==> src/rtl/button_pkg.sv <==
// ============================================================================
// button_pkg : shared button indices and per-channel FSM state type
// Revision   : 1.0
// ============================================================================
`default_nettype none

package button_pkg;

    localparam int BTN_UP    = 0;
    localparam int BTN_DOWN  = 1;
    localparam int BTN_LEFT  = 2;
    localparam int BTN_RIGHT = 3;

    typedef enum logic [1:0] {
        IDLE   = 2'd0,
        HOLD   = 2'd1,
        REPEAT = 2'd2
    } btn_state_e;

    function automatic int max_int(input int a, input int b);
        return (a > b) ? a : b;
    endfunction

endpackage

`default_nettype wire

==> src/rtl/btn_channel.sv <==
// ============================================================================
// btn_channel : synchronise, debounce and pulse/auto-repeat one button
// Revision    : 1.0
// ============================================================================
`default_nettype none

module btn_channel
    import button_pkg::*;
#(
    parameter int DEBOUNCE_CYCLES = 500000,
    parameter int HOLD_DELAY      = 25000000,
    parameter int REPEAT_PERIOD   = 2500000
) (
    input  logic clk_i,
    input  logic rst_ni,
    input  logic btn_raw_i,
    input  logic repeat_en_i,
    output logic pulse_d_o,
    output logic stable_o
);

    localparam int DW = $clog2(DEBOUNCE_CYCLES);
    localparam int TW = $clog2(max_int(HOLD_DELAY, REPEAT_PERIOD));
    localparam logic [DW-1:0] DEB_LAST  = DW'(DEBOUNCE_CYCLES - 1);
    localparam logic [TW-1:0] HOLD_LOAD = TW'(HOLD_DELAY - 1);
    localparam logic [TW-1:0] REP_LOAD  = TW'(REPEAT_PERIOD - 1);

    logic          sync1_q, sync2_q;
    logic          stable_q, stable_d;
    logic [DW-1:0] cnt_q, cnt_d;
    logic          flip;
    btn_state_e    state_q, state_d;
    logic [TW-1:0] timer_q, timer_d;
    logic          pulse_d;

    always_comb begin
        stable_d = stable_q;
        cnt_d    = '0;
        flip     = 1'b0;
        if (sync2_q != stable_q) begin
            if (cnt_q == DEB_LAST) begin
                stable_d = sync2_q;
                flip     = 1'b1;
            end else begin
                cnt_d = cnt_q + 1'b1;
            end
        end
    end

    // The FSM reacts to the flip itself so the press pulse lands on the
    // same edge that raises the stable level.
    always_comb begin
        state_d = state_q;
        timer_d = timer_q;
        pulse_d = 1'b0;
        if (flip && !sync2_q) begin
            state_d = IDLE;
            timer_d = '0;
        end else begin
            case (state_q)
                IDLE: begin
                    if (flip && sync2_q) begin
                        pulse_d = 1'b1;
                        timer_d = HOLD_LOAD;
                        state_d = HOLD;
                    end
                end
                HOLD: begin
                    if (timer_q != '0) begin
                        timer_d = timer_q - 1'b1;
                    end else if (repeat_en_i) begin
                        pulse_d = 1'b1;
                        timer_d = REP_LOAD;
                        state_d = REPEAT;
                    end
                end
                REPEAT: begin
                    if (!repeat_en_i) begin
                        timer_d = '0;
                        state_d = HOLD;
                    end else if (timer_q == '0) begin
                        pulse_d = 1'b1;
                        timer_d = REP_LOAD;
                    end else begin
                        timer_d = timer_q - 1'b1;
                    end
                end
                default: begin
                    state_d = IDLE;
                    timer_d = '0;
                end
            endcase
        end
    end

    always_ff @(posedge clk_i or negedge rst_ni) begin
        if (!rst_ni) begin
            sync1_q  <= 1'b0;
            sync2_q  <= 1'b0;
            stable_q <= 1'b0;
            cnt_q    <= '0;
            state_q  <= IDLE;
            timer_q  <= '0;
        end else begin
            sync1_q  <= btn_raw_i;
            sync2_q  <= sync1_q;
            stable_q <= stable_d;
            cnt_q    <= cnt_d;
            state_q  <= state_d;
            timer_q  <= timer_d;
        end
    end

    assign pulse_d_o = pulse_d;
    assign stable_o  = stable_q;

endmodule

`default_nettype wire

==> src/rtl/button_conditioner.sv <==
// ============================================================================
// button_conditioner : four debounced buttons -> arbitrated one-cycle moves
// Revision           : 1.0
// ============================================================================
`default_nettype none

module button_conditioner
    import button_pkg::*;
#(
    parameter int DEBOUNCE_CYCLES = 500000,
    parameter int HOLD_DELAY      = 25000000,
    parameter int REPEAT_PERIOD   = 2500000
) (
    input  logic       i_clk,
    input  logic       i_rst_n,
    input  logic [3:0] i_btn_raw,
    input  logic       i_repeat_en,
    output logic       o_buffon_up,
    output logic       o_buffon_down,
    output logic       o_buffon_left,
    output logic       o_buffon_right,
    output logic [3:0] o_held
);

    logic [3:0] pulse_d;
    logic [3:0] stable;
    logic [3:0] buffon_d, buffon_q;

    for (genvar g = 0; g < 4; g++) begin : g_chan
        btn_channel #(
            .DEBOUNCE_CYCLES (DEBOUNCE_CYCLES),
            .HOLD_DELAY      (HOLD_DELAY),
            .REPEAT_PERIOD   (REPEAT_PERIOD)
        ) u_chan (
            .clk_i       (i_clk),
            .rst_ni      (i_rst_n),
            .btn_raw_i   (i_btn_raw[g]),
            .repeat_en_i (i_repeat_en),
            .pulse_d_o   (pulse_d[g]),
            .stable_o    (stable[g])
        );
    end

    // Opposite moves cancel; the channel FSMs keep running regardless.
    always_comb begin
        buffon_d = pulse_d;
        if (pulse_d[BTN_UP] && pulse_d[BTN_DOWN]) begin
            buffon_d[BTN_UP]   = 1'b0;
            buffon_d[BTN_DOWN] = 1'b0;
        end
        if (pulse_d[BTN_LEFT] && pulse_d[BTN_RIGHT]) begin
            buffon_d[BTN_LEFT]  = 1'b0;
            buffon_d[BTN_RIGHT] = 1'b0;
        end
    end

    always_ff @(posedge i_clk or negedge i_rst_n) begin
        if (!i_rst_n) begin
            buffon_q <= '0;
        end else begin
            buffon_q <= buffon_d;
        end
    end

    assign o_buffon_up    = buffon_q[BTN_UP];
    assign o_buffon_down  = buffon_q[BTN_DOWN];
    assign o_buffon_left  = buffon_q[BTN_LEFT];
    assign o_buffon_right = buffon_q[BTN_RIGHT];
    assign o_held         = stable;

endmodule

`default_nettype wire

==> config.mk <==
export PLATFORM = sky130hd
export DESIGN_NAME = button_conditioner
export DESIGN_NICKNAME = d
export VERILOG_FILES = /design/src/rtl/button_pkg.sv /design/src/rtl/btn_channel.sv /design/src/rtl/button_conditioner.sv
export SDC_FILE = /design/constraint.sdc
export NUM_CORES = 1
export LEC_CHECK = 0
export CAP_MARGIN = 20
export CELL_PAD_IN_SITES_DETAIL_PLACEMENT = 0
export CELL_PAD_IN_SITES_GLOBAL_PLACEMENT = 1
export CORE_MARGIN = 5
export CORE_UTILIZATION = 40
export DETAILED_ROUTE_END_ITERATION = 10
export PLACE_DENSITY = 0.64
export SLEW_MARGIN = 20
export SYNTH_ARGS = -nofsm -noshare
export SYNTH_HDL_FRONTEND = slang
export SYNTH_SLANG_ARGS = --single-unit
==> constraint.sdc <==
create_clock -name i_clk -period 7.2 [get_ports i_clk]
set_clock_uncertainty 0.15 [all_clocks]
set_input_delay 1.8 -clock i_clk [delete_from_list [all_inputs] [get_ports i_clk]]
set_output_delay 1.8 -clock i_clk [all_outputs]
set_load 0.05 [all_outputs]
==> impl_summary.log, run 1 <==
INFO  metric worst_ep_arrival_time = roughly 4.4 ns
INFO  metric peakVddDrop = between 0.15 and 0.2 mV
INFO  metric design.die.area = 0.0315 mm^2
INFO  metric core_region_area = about 0.028 mm^2
INFO  metric cts_resized = 0
INFO  metric worstMarginPinSlew = about 1.1 ns
INFO  metric post-route-period-util = 57.7%
INFO  metric r2r.worst_path.cells = 6
INFO  metric post-route-worst-setup-slack = ~3.0 ns
INFO  metric slew_headroom = ~25%
INFO  metric dp_slack = around 2.6 ns
INFO  metric syn_inst = between 1,000 and 1,500
INFO  metric grt_first_pass_wirelength = between 40,000 and 50,000 um
INFO  metric cts-htree-levels = 4
INFO  metric post_drt_via_cell_ratio = between 5 and 6
INFO  metric nFillCells = 2,695
INFO  metric cts_tree = done
INFO  metric drt_iter0_markers = 606
INFO  metric globalRoute.totalOverflow = 0
INFO  metric initial_antenna_violation_count = 0
INFO  metric first_global_vias = roughly 9,000
INFO  metric number_of_antenna_repair_diodes = 0
INFO  metric clock_latency = roughly 0.46 ns
INFO  metric endpoint_kind = flop
INFO  metric globalRouteTotalUtil = 18.3%
INFO  metric reg2reg_to = g_chan[3].u_chan.timer_q[21]
INFO  metric clock_tree.buffer_depth = 2
INFO  metric drt_first_pass_iters = 5
INFO  metric synth_top_cell_by_area = dfrtp_1
INFO  metric port_buffers = 14
INFO  metric synth_top_cell_area_share = ~45%
INFO  metric hold_buffers = 0
INFO  metric finalSetupTns = 0 ns
INFO  metric worst_setup_hold_path_clk_slew = ~0.08 ns
INFO  metric area_delta_synth_final = 10.1%
INFO  metric timing.critical_path.from_type = input pin
INFO  metric finalWeightedCongestion = between 0.7 and 0.8
INFO  metric synth_async_sr_flop_share = 100%
INFO  metric min_delay_worst_endpoint = g_chan[0].u_chan.sync2_q
INFO  metric finalSetupViolCount = 0
INFO  metric hold_depth = 0
INFO  metric fin_nets = about 1,300
INFO  metric fraction_of_layout_instances_using_a_drive_strength_above_1 = about 6.4%
INFO  metric worstHoldStart = g_chan[0].u_chan.sync1_q
INFO  metric hold_path_class = flop to flop
INFO  metric postcts_setup_bufs = 0
INFO  metric worst-endpoint-required = around 7.4 ns
INFO  metric rrSetupSlack = around 3.7 ns
INFO  metric yosysWarnings = 0
INFO  metric numCtsBuffers = 17
INFO  metric max_cap_violations = 0
INFO  metric powerDensity = about 210 mW/mm^2
INFO  metric dominantRegCellSynth = dfrtp_1
INFO  metric ys_top_cells_by_area = dfrtp_1 45%, nor2_1 6.1%, o21ai_0 4.1%, xor2_1 3.1%, a21oi_1 2.8%
INFO  metric die_height = 177 um
INFO  metric num_io_pins = 15
INFO  metric worst-path-max-fanout = 20
INFO  metric rows = 61
INFO  metric rsz0062_at_grt = no
INFO  metric yosys.cell_types.count = 73
INFO  metric status = completed
INFO  metric fmaxAchievable = ~240 MHz
INFO  metric synth_fp_nets = 1,280
INFO  metric min_period = approximately 4.2 ns
INFO  metric sequential_to_total_area_share_from_yosys_stat = around 45%
INFO  metric horizontal_die_dimension = between 150 and 200 um
INFO  metric report.final.hold_viol_count = 0
INFO  metric clock_tree.root_cell = clkbuf_16
INFO  metric grt_max_degree = 109
INFO  metric cts_num_sinks = 200
INFO  metric detail-route-antenna-nets = 0
INFO  metric detail_route.wirelength = 27,900 um
INFO  metric post_synth.cell_area_avg = slightly below 9 um^2
INFO  metric seq_area = 0.00500 mm^2
INFO  metric multi_input_comb_area = just under 0.006 mm^2
INFO  metric timing_max_transition_violations_final = 0
INFO  metric postSynthRegisterBits = 200
INFO  metric post_synth_edffs = 0
INFO  metric synth_most_common_cell = dfrtp_1
INFO  metric power.static_leakage = approximately 0.005 uW
INFO  metric initial_utilization = 40.4%
INFO  metric drc = 0
INFO  metric vias = 9,336
INFO  metric regToRegStartpoint = g_chan[3].u_chan.timer_q[15]
INFO  metric synth_commonest_cells = 200 x dfrtp_1, 183 x nor2_1, 92 x o21ai_0
INFO  metric timing_worst_setup_path_type = input pin to flop
INFO  metric hpwlAfterDp = around 19,000 um
INFO  metric avgRoutedWirePerCell = around 17 um
INFO  metric syn_area = 0.0112 mm^2
## layout make-up
type                            count  area share (%)
Clock buffer                       17            3.45
Clock inverter                     15            1.65
Inverter                           36            1.10
Multi-Input combinational cell    972            47.3
Sequential cell                   200            40.6
Tap cell                          378            3.84
Timing Repair Buffer               29            2.09
## metal layers
metal	share of wire, %	track usage, %	wire, um	vias to the layer above
met4	1.7	5.90	483	0
met5	0	0	0	-
met3	3.0	2.68	824	41
met2	44	28.0	12300	143
li1	-	-	-	4608
met1	51	26.8	14300	4544
## cell usage in the layout, fill, tap and decap left out, drive strengths merged, types with 19 or more instances in the layout
cell type and count:
a21oi 62, a31oi 30, and3 19, dfrtp 200
inv 44, nand2 81, nand3 39, nand4 19
nor2 183, nor3 63, nor4 25, o21ai 95
o31ai 21, or3 26, or4 20, xnor2 35
xor2 40
## kinds of logic after synthesis
| group | Yosys count | share of synthesized area [%] |
|---|---|---|
| adder cells (fa/ha/maj) | 8 | 0.894 |
| multiplexers | 3 | 0.302 |
| buffers and inverters | 93 | 3.45 |
| AND/OR/NAND/NOR | 556 | 25.4 |
| AO/OA/AOI/OAI | 330 | 19.5 |
| flip-flops | 200 | 44.7 |
| XOR/XNOR | 75 | 5.86 |
## flip-flops by register name (all words and copies together), names as in the netlist
register,flops
g_chan.u_chan.sync2_q,4
g_chan.u_chan.timer_q,100
g_chan.u_chan.stable_o,4
g_chan.u_chan.cnt_q,76
buffon_q,4
g_chan.u_chan.sync1_q,4
g_chan.u_chan.state_q,8
## critical path, stage by stage
cell and delay [ns]:
clkdlybuf4s50_1 0.40, buf_4 0.22, or4_1 0.53, o31ai_1 0.31, nor2b_1 0.76, o21ai_0 0.17, a22oi_1 0.17
## how the worst max path moves through the flow
stage	endpoint	depth (start not counted)	slack [ns]	start
floorplan	g_chan[2].u_chan.timer_q[10]	6	3.50	i_repeat_en
global placement	g_chan[2].u_chan.timer_q[11]	7	2.64	i_repeat_en
detailed placement	g_chan[2].u_chan.timer_q[12]	7	2.60	i_repeat_en
CTS	g_chan[2].u_chan.timer_q[12]	7	3.07	i_repeat_en
global route	g_chan[2].u_chan.timer_q[12]	7	2.85	i_repeat_en
finish	g_chan[2].u_chan.timer_q[12]	7	3.04	i_repeat_en
## report_power, final
group          internal (uW)  total [uW]  switching [uW]
combinational            115         295             181
sequential              1190        1270            80.7
clock                    537        1040             503
total                   1840        2610             765
## stage by stage
stage          hold slack [ns]  util [%]  power, uW  std cells  instance area (um^2)
4_1_cts                  0.205      44.5       2640       1647                 12300
2_1_floorplan            0.181         -       1480       1265                 11200
3_5_place_dp             0.185      42.2       1590       1615                 11700
3_3_place_gp             0.183      42.2       1590       1615                 11700
6_report                 0.203      44.5       2610       1647                 12300
5_1_grt                  0.211      44.5       2740       1647                 12300
Power figures use the tool's default switching activity.
==> run 2, diff against run 1 <==
--- a/config.mk
+++ b/config.mk
@@ -11,7 +11,7 @@
 export CORE_MARGIN = 5
 export CORE_UTILIZATION = 40
 export DETAILED_ROUTE_END_ITERATION = 10
-export PLACE_DENSITY = 0.64
+export PLACE_DENSITY = 0.67
 export SLEW_MARGIN = 20
 export SYNTH_ARGS = -nofsm -noshare
 export SYNTH_HDL_FRONTEND = slang
==> constraint.sdc (replaced) <==
create_clock -name i_clk -period 3.4 [get_ports i_clk]
set_clock_uncertainty 0.15 [all_clocks]
set_input_delay 0.85 -clock i_clk [delete_from_list [all_inputs] [get_ports i_clk]]
set_output_delay 0.85 -clock i_clk [all_outputs]
set_load 0.05 [all_outputs]
==> impl_summary.log, run 2 (synthesis results as in run 1) <==
INFO  metric report.final.hold_viol_count = 0
INFO  metric die_height = roughly 180 um
INFO  metric finalWeightedCongestion = about 0.83
INFO  metric endpoint_kind = flop
INFO  metric core_region_area = 0.0277 mm^2
INFO  metric post-route-period-util = 91.5%
INFO  metric drt_first_pass_iters = 5
INFO  metric timing.critical_path.from_type = flop
INFO  metric stdcell_count = 1,685
INFO  metric cts_num_sinks = 200
INFO  metric vias = around 9,500
INFO  metric horizontal_die_dimension = 177 um
INFO  metric avgRoutedWirePerCell = approximately 17 um
INFO  metric number_of_antenna_repair_diodes = 0
INFO  metric design.die.area = about 0.031 mm^2
INFO  metric rows = between 60 and 70
INFO  metric finalSetupViolCount = 0
INFO  metric numCtsBuffers = 17
INFO  metric num_io_pins = 15
INFO  metric worst_setup_hold_path_clk_slew = approximately 0.080 ns
INFO  metric powerDensity = 427 mW/mm^2
INFO  metric slew_headroom = a little under 40%
INFO  metric largest_register_ffs = 100
INFO  metric clock_tree.root_cell = clkbuf_16
INFO  metric status = completed
INFO  metric regToRegStartpoint = g_chan[3].u_chan.timer_q[0]
INFO  metric clock_latency = approximately 0.44 ns
INFO  metric cts-htree-levels = 4
INFO  metric port_buffers = 14
INFO  metric layout_commonest_cell = dfrtp_1
INFO  metric min_period = slightly above 3 ns
INFO  metric detail-route-antenna-nets = 0
INFO  metric power.static_leakage = 0.00506 uW
INFO  metric layout_common_cells = 200 x dfrtp_1, 183 x nor2_1, 92 x o21ai_0, 81 x nand2_1, 62 x a21oi_1
INFO  metric cts_tree = done
INFO  metric grt_first_pass_wirelength = 47,700 um
INFO  metric max_cap_violations = 0
INFO  metric peakVddDrop = roughly 0.30 mV
INFO  metric grt_max_degree = 90
INFO  metric hold_path_class = flop to flop
INFO  metric clock_tree.buffer_depth = 2
INFO  metric finalSetupTns = 0 ns
INFO  metric globalRouteTotalUtil = between 15 and 20%
INFO  metric timing_max_transition_violations_final = 0
INFO  metric fraction_of_layout_instances_using_a_drive_strength_above_1 = under 10%
INFO  metric worst-path-max-fanout = 5
INFO  metric initial_antenna_violation_count = 0
INFO  metric area_delta_synth_final = 12.5%
INFO  metric drt_iter0_markers = 694
INFO  metric top_regs = g_chan.u_chan.timer_q (100), g_chan.u_chan.cnt_q (76), g_chan.u_chan.state_q (8)
INFO  metric slowest_cell_on_the_critical_path = or4b_2
INFO  metric post_drt_via_cell_ratio = around 5.6
INFO  metric fin_nets = 1,311
INFO  metric worstMarginPinSlew = ~0.9 ns
INFO  metric hold_depth = 0
INFO  metric worstHoldStart = g_chan[2].u_chan.sync1_q
INFO  metric placedCellCount = around 1,700
INFO  metric globalRoute.totalOverflow = 0
INFO  metric crit_path_max_incr_delay = 0.58 ns
INFO  metric timing_worst_setup_path_type = flop to flop
INFO  metric r2r.worst_path.cells = 8
INFO  metric cts_resized = 0
INFO  metric initial_utilization = 40.4%
INFO  metric first_global_vias = about 9,100
INFO  metric fmaxAchievable = between 300 and 400 MHz
INFO  metric hold_buffers = 0
INFO  metric worst_ep_arrival_time = 3.29 ns
INFO  metric drc = 0
INFO  metric detail_route.wirelength = around 28,000 um
INFO  metric crit_chain = inv_1, ha_1, or4b_2, or4_1, o21a_1, o21ai_0, a21oi_1, a211o_1
INFO  metric worst-endpoint-required = 3.58 ns
INFO  metric regMostFlops = g_chan.u_chan.timer_q
INFO  metric rsz0062_at_grt = no
INFO  metric post-route-util = a little under half
INFO  metric worstSetupStartpoint = g_chan[3].u_chan.timer_q[0]
INFO  metric hpwlAfterDp = 19,600 um
INFO  metric postcts_setup_bufs = 0
[run 2: changes by cell type in the layout (fill, tap and decap cells not counted)]
cell / change
buf_4: +37
clkbuf_8: +2
inv_8: -6
clkinv_4: -2
clkbuf_1: +4
inv_6: -2
clkinv_8: -2
buf_12: +3
clkinv_2: +1
clkinvlp_4: +3
[run 2: report_power, final]
group / total (uW) / internal, uW / leakage, uW / switching, uW
registers: 2690 / 2520 / 0.00250 / 170
logic: 662 / 270 / 0.00229 / 391
clock network: 2030 / 1120 / 0.000265 / 916
total: 5390 / 3910 / 0.00506 / 1480
[run 2: worst max-delay path: cells and delay by family, from the launching register on]
| family | cells | cell delay, ns |
|---|---|---|
| simple gates | 2 | 1.11 |
| compound gates | 4 | 1.03 |
| flops | 1 | 0.41 |
| fa+ha+maj | 1 | 0.21 |
| buf+inv | 1 | 0.08 |
[run 2: layout make-up]
type                            instances  area, um^2
Tap cell                              378         473
Timing Repair Buffer                   69         596
Fill cell                            2705       15100
Multi-Input combinational cell        972        5830
Sequential cell                       200        5000
Clock buffer                           23         468
Inverter                               36         135
Clock inverter                          7        96.3
[run 2: final timing paths]
check                      slack (ns)                            to
max                              0.29  g_chan[3].u_chan.timer_q[19]
max reg2reg                      0.29  g_chan[3].u_chan.timer_q[19]
min in group asynchronous        0.24   g_chan[2].u_chan.timer_q[3]
max in group asynchronous        2.07   g_chan[3].u_chan.timer_q[8]
min reg2reg                      0.20      g_chan[2].u_chan.sync2_q
min                              0.20      g_chan[2].u_chan.sync2_q
[run 2: routing by layer]
layer | GRT usage, % | share of wire (%)
met2 | 28.6 | 45
met3 | 2.75 | 3.3
met1 | 27.5 | 51
met4 | 4.06 | 0.92
met5 | 0 | 0
[run 2: stage by stage]
step           total power (uW)  hold WS [ns]  worst slack (ns)  area (um^2)
2_1_floorplan              3130         0.181             0.553        11200
3_3_place_gp               3390         0.184             0.237        12000
3_5_place_dp               3400         0.188             0.209        12000
4_1_cts                    5450         0.204             0.319        12600
5_1_grt                    5650         0.212             0.128        12600
6_report                   5390         0.200             0.289        12600
==> run 3, diff against run 2 <==
--- a/config.mk
+++ b/config.mk
@@ -8,9 +8,11 @@
 export CAP_MARGIN = 20
 export CELL_PAD_IN_SITES_DETAIL_PLACEMENT = 0
 export CELL_PAD_IN_SITES_GLOBAL_PLACEMENT = 1
+export CORE_ASPECT_RATIO = 0.5
 export CORE_MARGIN = 5
 export CORE_UTILIZATION = 40
 export DETAILED_ROUTE_END_ITERATION = 10
+export GPL_TIMING_DRIVEN = 0
 export PLACE_DENSITY = 0.67
 export SLEW_MARGIN = 20
 export SYNTH_ARGS = -nofsm -noshare
==> impl_summary.log, run 3 (synthesis results as in run 1) <==
INFO  metric worst-endpoint-required = 3.57 ns
INFO  metric layout_commonest_cell = dfrtp_1
INFO  metric core_region_area = about 0.028 mm^2
INFO  metric num_io_pins = 15
INFO  metric number_of_antenna_repair_diodes = 0
INFO  metric power.static_leakage = 0.00499 uW
INFO  metric top_regs = g_chan.u_chan.timer_q (100), g_chan.u_chan.cnt_q (76), g_chan.u_chan.state_q (8)
INFO  metric cp_num_cells = 8
INFO  metric slowest_cell_on_the_critical_path = or4_1
INFO  metric finalSetupViolCount = 0
INFO  metric die_height = ~130 um
INFO  metric drt_iter0_markers = just under 700
INFO  metric finalWeightedCongestion = between 0.8 and 0.9
INFO  metric holdWs = 0.160 ns
INFO  metric crit_path_max_incr_delay = around 0.58 ns
INFO  metric vias = roughly 9,700
INFO  metric regMostFlops = g_chan.u_chan.timer_q
INFO  metric post-route-worst-setup-slack = around 0.14 ns
INFO  metric grt_max_degree = 75
INFO  metric avgRoutedWirePerCell = 17.5 um
INFO  metric cts_num_sinks = 200
INFO  metric slew_headroom = a little under two fifths
INFO  metric layout_common_cells = 200 x dfrtp_1, 183 x nor2_1, 91 x o21ai_0, 81 x nand2_1, 62 x a21oi_1
INFO  metric fmaxAchievable = just over 300 MHz
INFO  metric rsz0062_at_grt = yes
INFO  metric timing_worst_setup_path_type = input pin to flop
INFO  metric timing.critical_path.from_type = input pin
INFO  metric post-route-period-util = a little over nine tenths
INFO  metric peakVddDrop = 0.439 mV
INFO  metric hold_path_class = input pin to async pin
INFO  metric regToRegStartpoint = g_chan[3].u_chan.timer_q[0]
INFO  metric largest_register_ffs = 100
INFO  metric status = completed
INFO  metric worstSetupStartpoint = i_repeat_en
INFO  metric reg2reg_to = g_chan[3].u_chan.timer_q[19]
INFO  metric clock_tree.root_cell = clkbuf_16
INFO  metric worst_ep_arrival_time = roughly 3.4 ns
INFO  metric r2r.worst_path.cells = 9
INFO  metric clock_latency = between 0.4 and 0.5 ns
INFO  metric detail_route.wirelength = 29,600 um
INFO  metric globalRouteTotalUtil = about a fifth
INFO  metric design.die.area = between 0.03 and 0.04 mm^2
INFO  metric multi_input_comb_area = 0.00592 mm^2
INFO  metric report.final.hold_viol_count = 0
INFO  metric worstMarginPinSlew = between 0.9 and 1 ns
INFO  metric fraction_of_layout_instances_using_a_drive_strength_above_1 = under 10%
INFO  metric cts_tree = done
INFO  metric rrSetupSlack = around 0.18 ns
INFO  metric port_buffers = 14
INFO  metric globalRoute.totalOverflow = 0
INFO  metric initial_antenna_violation_count = 0
INFO  metric drt_first_pass_iters = 5
INFO  metric total_power = roughly 5600 uW
INFO  metric finalSetupTns = 0 ns
INFO  metric initial_utilization = 40.5%
INFO  metric worst_setup_hold_path_clk_slew = 0.07 ns
INFO  metric nFillCells = about 2,700
INFO  metric worst-path-max-fanout = 10
INFO  metric grt_first_pass_wirelength = roughly 49,000 um
INFO  metric post-route-util = 45.8%
INFO  metric cts-htree-levels = 4
INFO  metric dp_slack = -0.922 ns
INFO  metric fin_nets = roughly 1,300
INFO  metric critical_path.n_buffers_inverters = 3
INFO  metric hpwlAfterDp = roughly 21,000 um
INFO  metric area_delta_synth_final = 13.0%
INFO  metric drc = 0
INFO  metric cpLargestDelayFamily = buffers and inverters
INFO  metric min_period = about 3.3 ns
INFO  metric post_drt_via_cell_ratio = around 5.7
INFO  metric rows = 43
INFO  metric numCtsBuffers = 17
INFO  metric first_global_vias = around 9,600
INFO  metric timing_max_transition_violations_final = 0
INFO  metric powerDensity = ~450 mW/mm^2
INFO  metric seq_area = 0.00500 mm^2
INFO  metric max_cap_violations = 0
INFO  metric horizontal_die_dimension = about 250 um
INFO  metric cp-endpoint = g_chan[2].u_chan.timer_q[7]
INFO  metric clock_tree.buffer_depth = 2
INFO  metric detail-route-antenna-nets = 0
INFO  metric crit_chain = clkdlybuf4s50_1, clkbuf_2, or4_1, o31ai_1, o21ai_2, clkbuf_2, a21oi_1, a21oi_1
INFO  metric hold_buffers = 0
INFO  metric endpoint_kind = flop
-- run 3: cell types whose count changed in the layout (fill, tap and decap cells not counted), moves of 4 or more --
| cell | previous run | this run |
|---|---|---|
| o31ai_1 | 21 | 17 |
| buf_2 | 0 | 5 |
| o31ai_2 | 0 | 4 |
| clkbuf_1 | 4 | 35 |
| buf_4 | 52 | 5 |
| clkbuf_2 | 0 | 6 |
-- run 3: per-stage QoR --
| step | std cells | cell area, um^2 |
|---|---|---|
| floorplan | 1265 | 11200 |
| global placement | 1661 | 11800 |
| detailed placement | 1663 | 11900 |
| CTS | 1696 | 12600 |
| global route | 1696 | 12700 |
| finish | 1696 | 12700 |
-- run 3: layout make-up --
cell class,instances,share of cell area [%]
Buffer,57,2.10
Clock buffer,17,3.36
Clock inverter,15,1.79
Inverter,36,1.07
Multi-Input combinational cell,972,46.7
Sequential cell,200,39.5
Tap cell,382,3.78
Timing Repair Buffer,17,1.64
-- run 3: per-layer routing --
layer | share of wire (%) | global-route usage (%) | vias to the layer above
met2 | 46 | 30.6 | 168
met1 | 49 | 26.9 | 4769
met4 | 1.5 | 5.64 | 0
met3 | 4.0 | 3.61 | 36
met5 | 0 | 0 | -
li1 | - | - | 4698
-- run 3: repair_timing --
item / CTS / global route
gates resized for setup: 8 / 24
setup buffers: 1 / 0
setup endpoints to repair: 53 / 56
pin swaps: 1 / 0
-- run 3: where the power goes --
part           total, uW  internal (uW)  switching, uW
Clock               2280           1310            977
Sequential          2680           2520            164
Combinational        675            254            421
-- run 3: how the worst min path moves through the flow --
stage                                    to  slack [ns]  cells after the start
4_1_cts                         buffon_q[1]        0.16                      1
2_1_floorplan      g_chan[0].u_chan.sync2_q        0.18                      0
3_3_place_gp       g_chan[1].u_chan.sync2_q        0.19                      0
6_report       g_chan[1].u_chan.timer_q[24]        0.16                      1
5_1_grt         g_chan[1].u_chan.timer_q[9]        0.20                      1
3_5_place_dp       g_chan[3].u_chan.sync2_q        0.19                      0
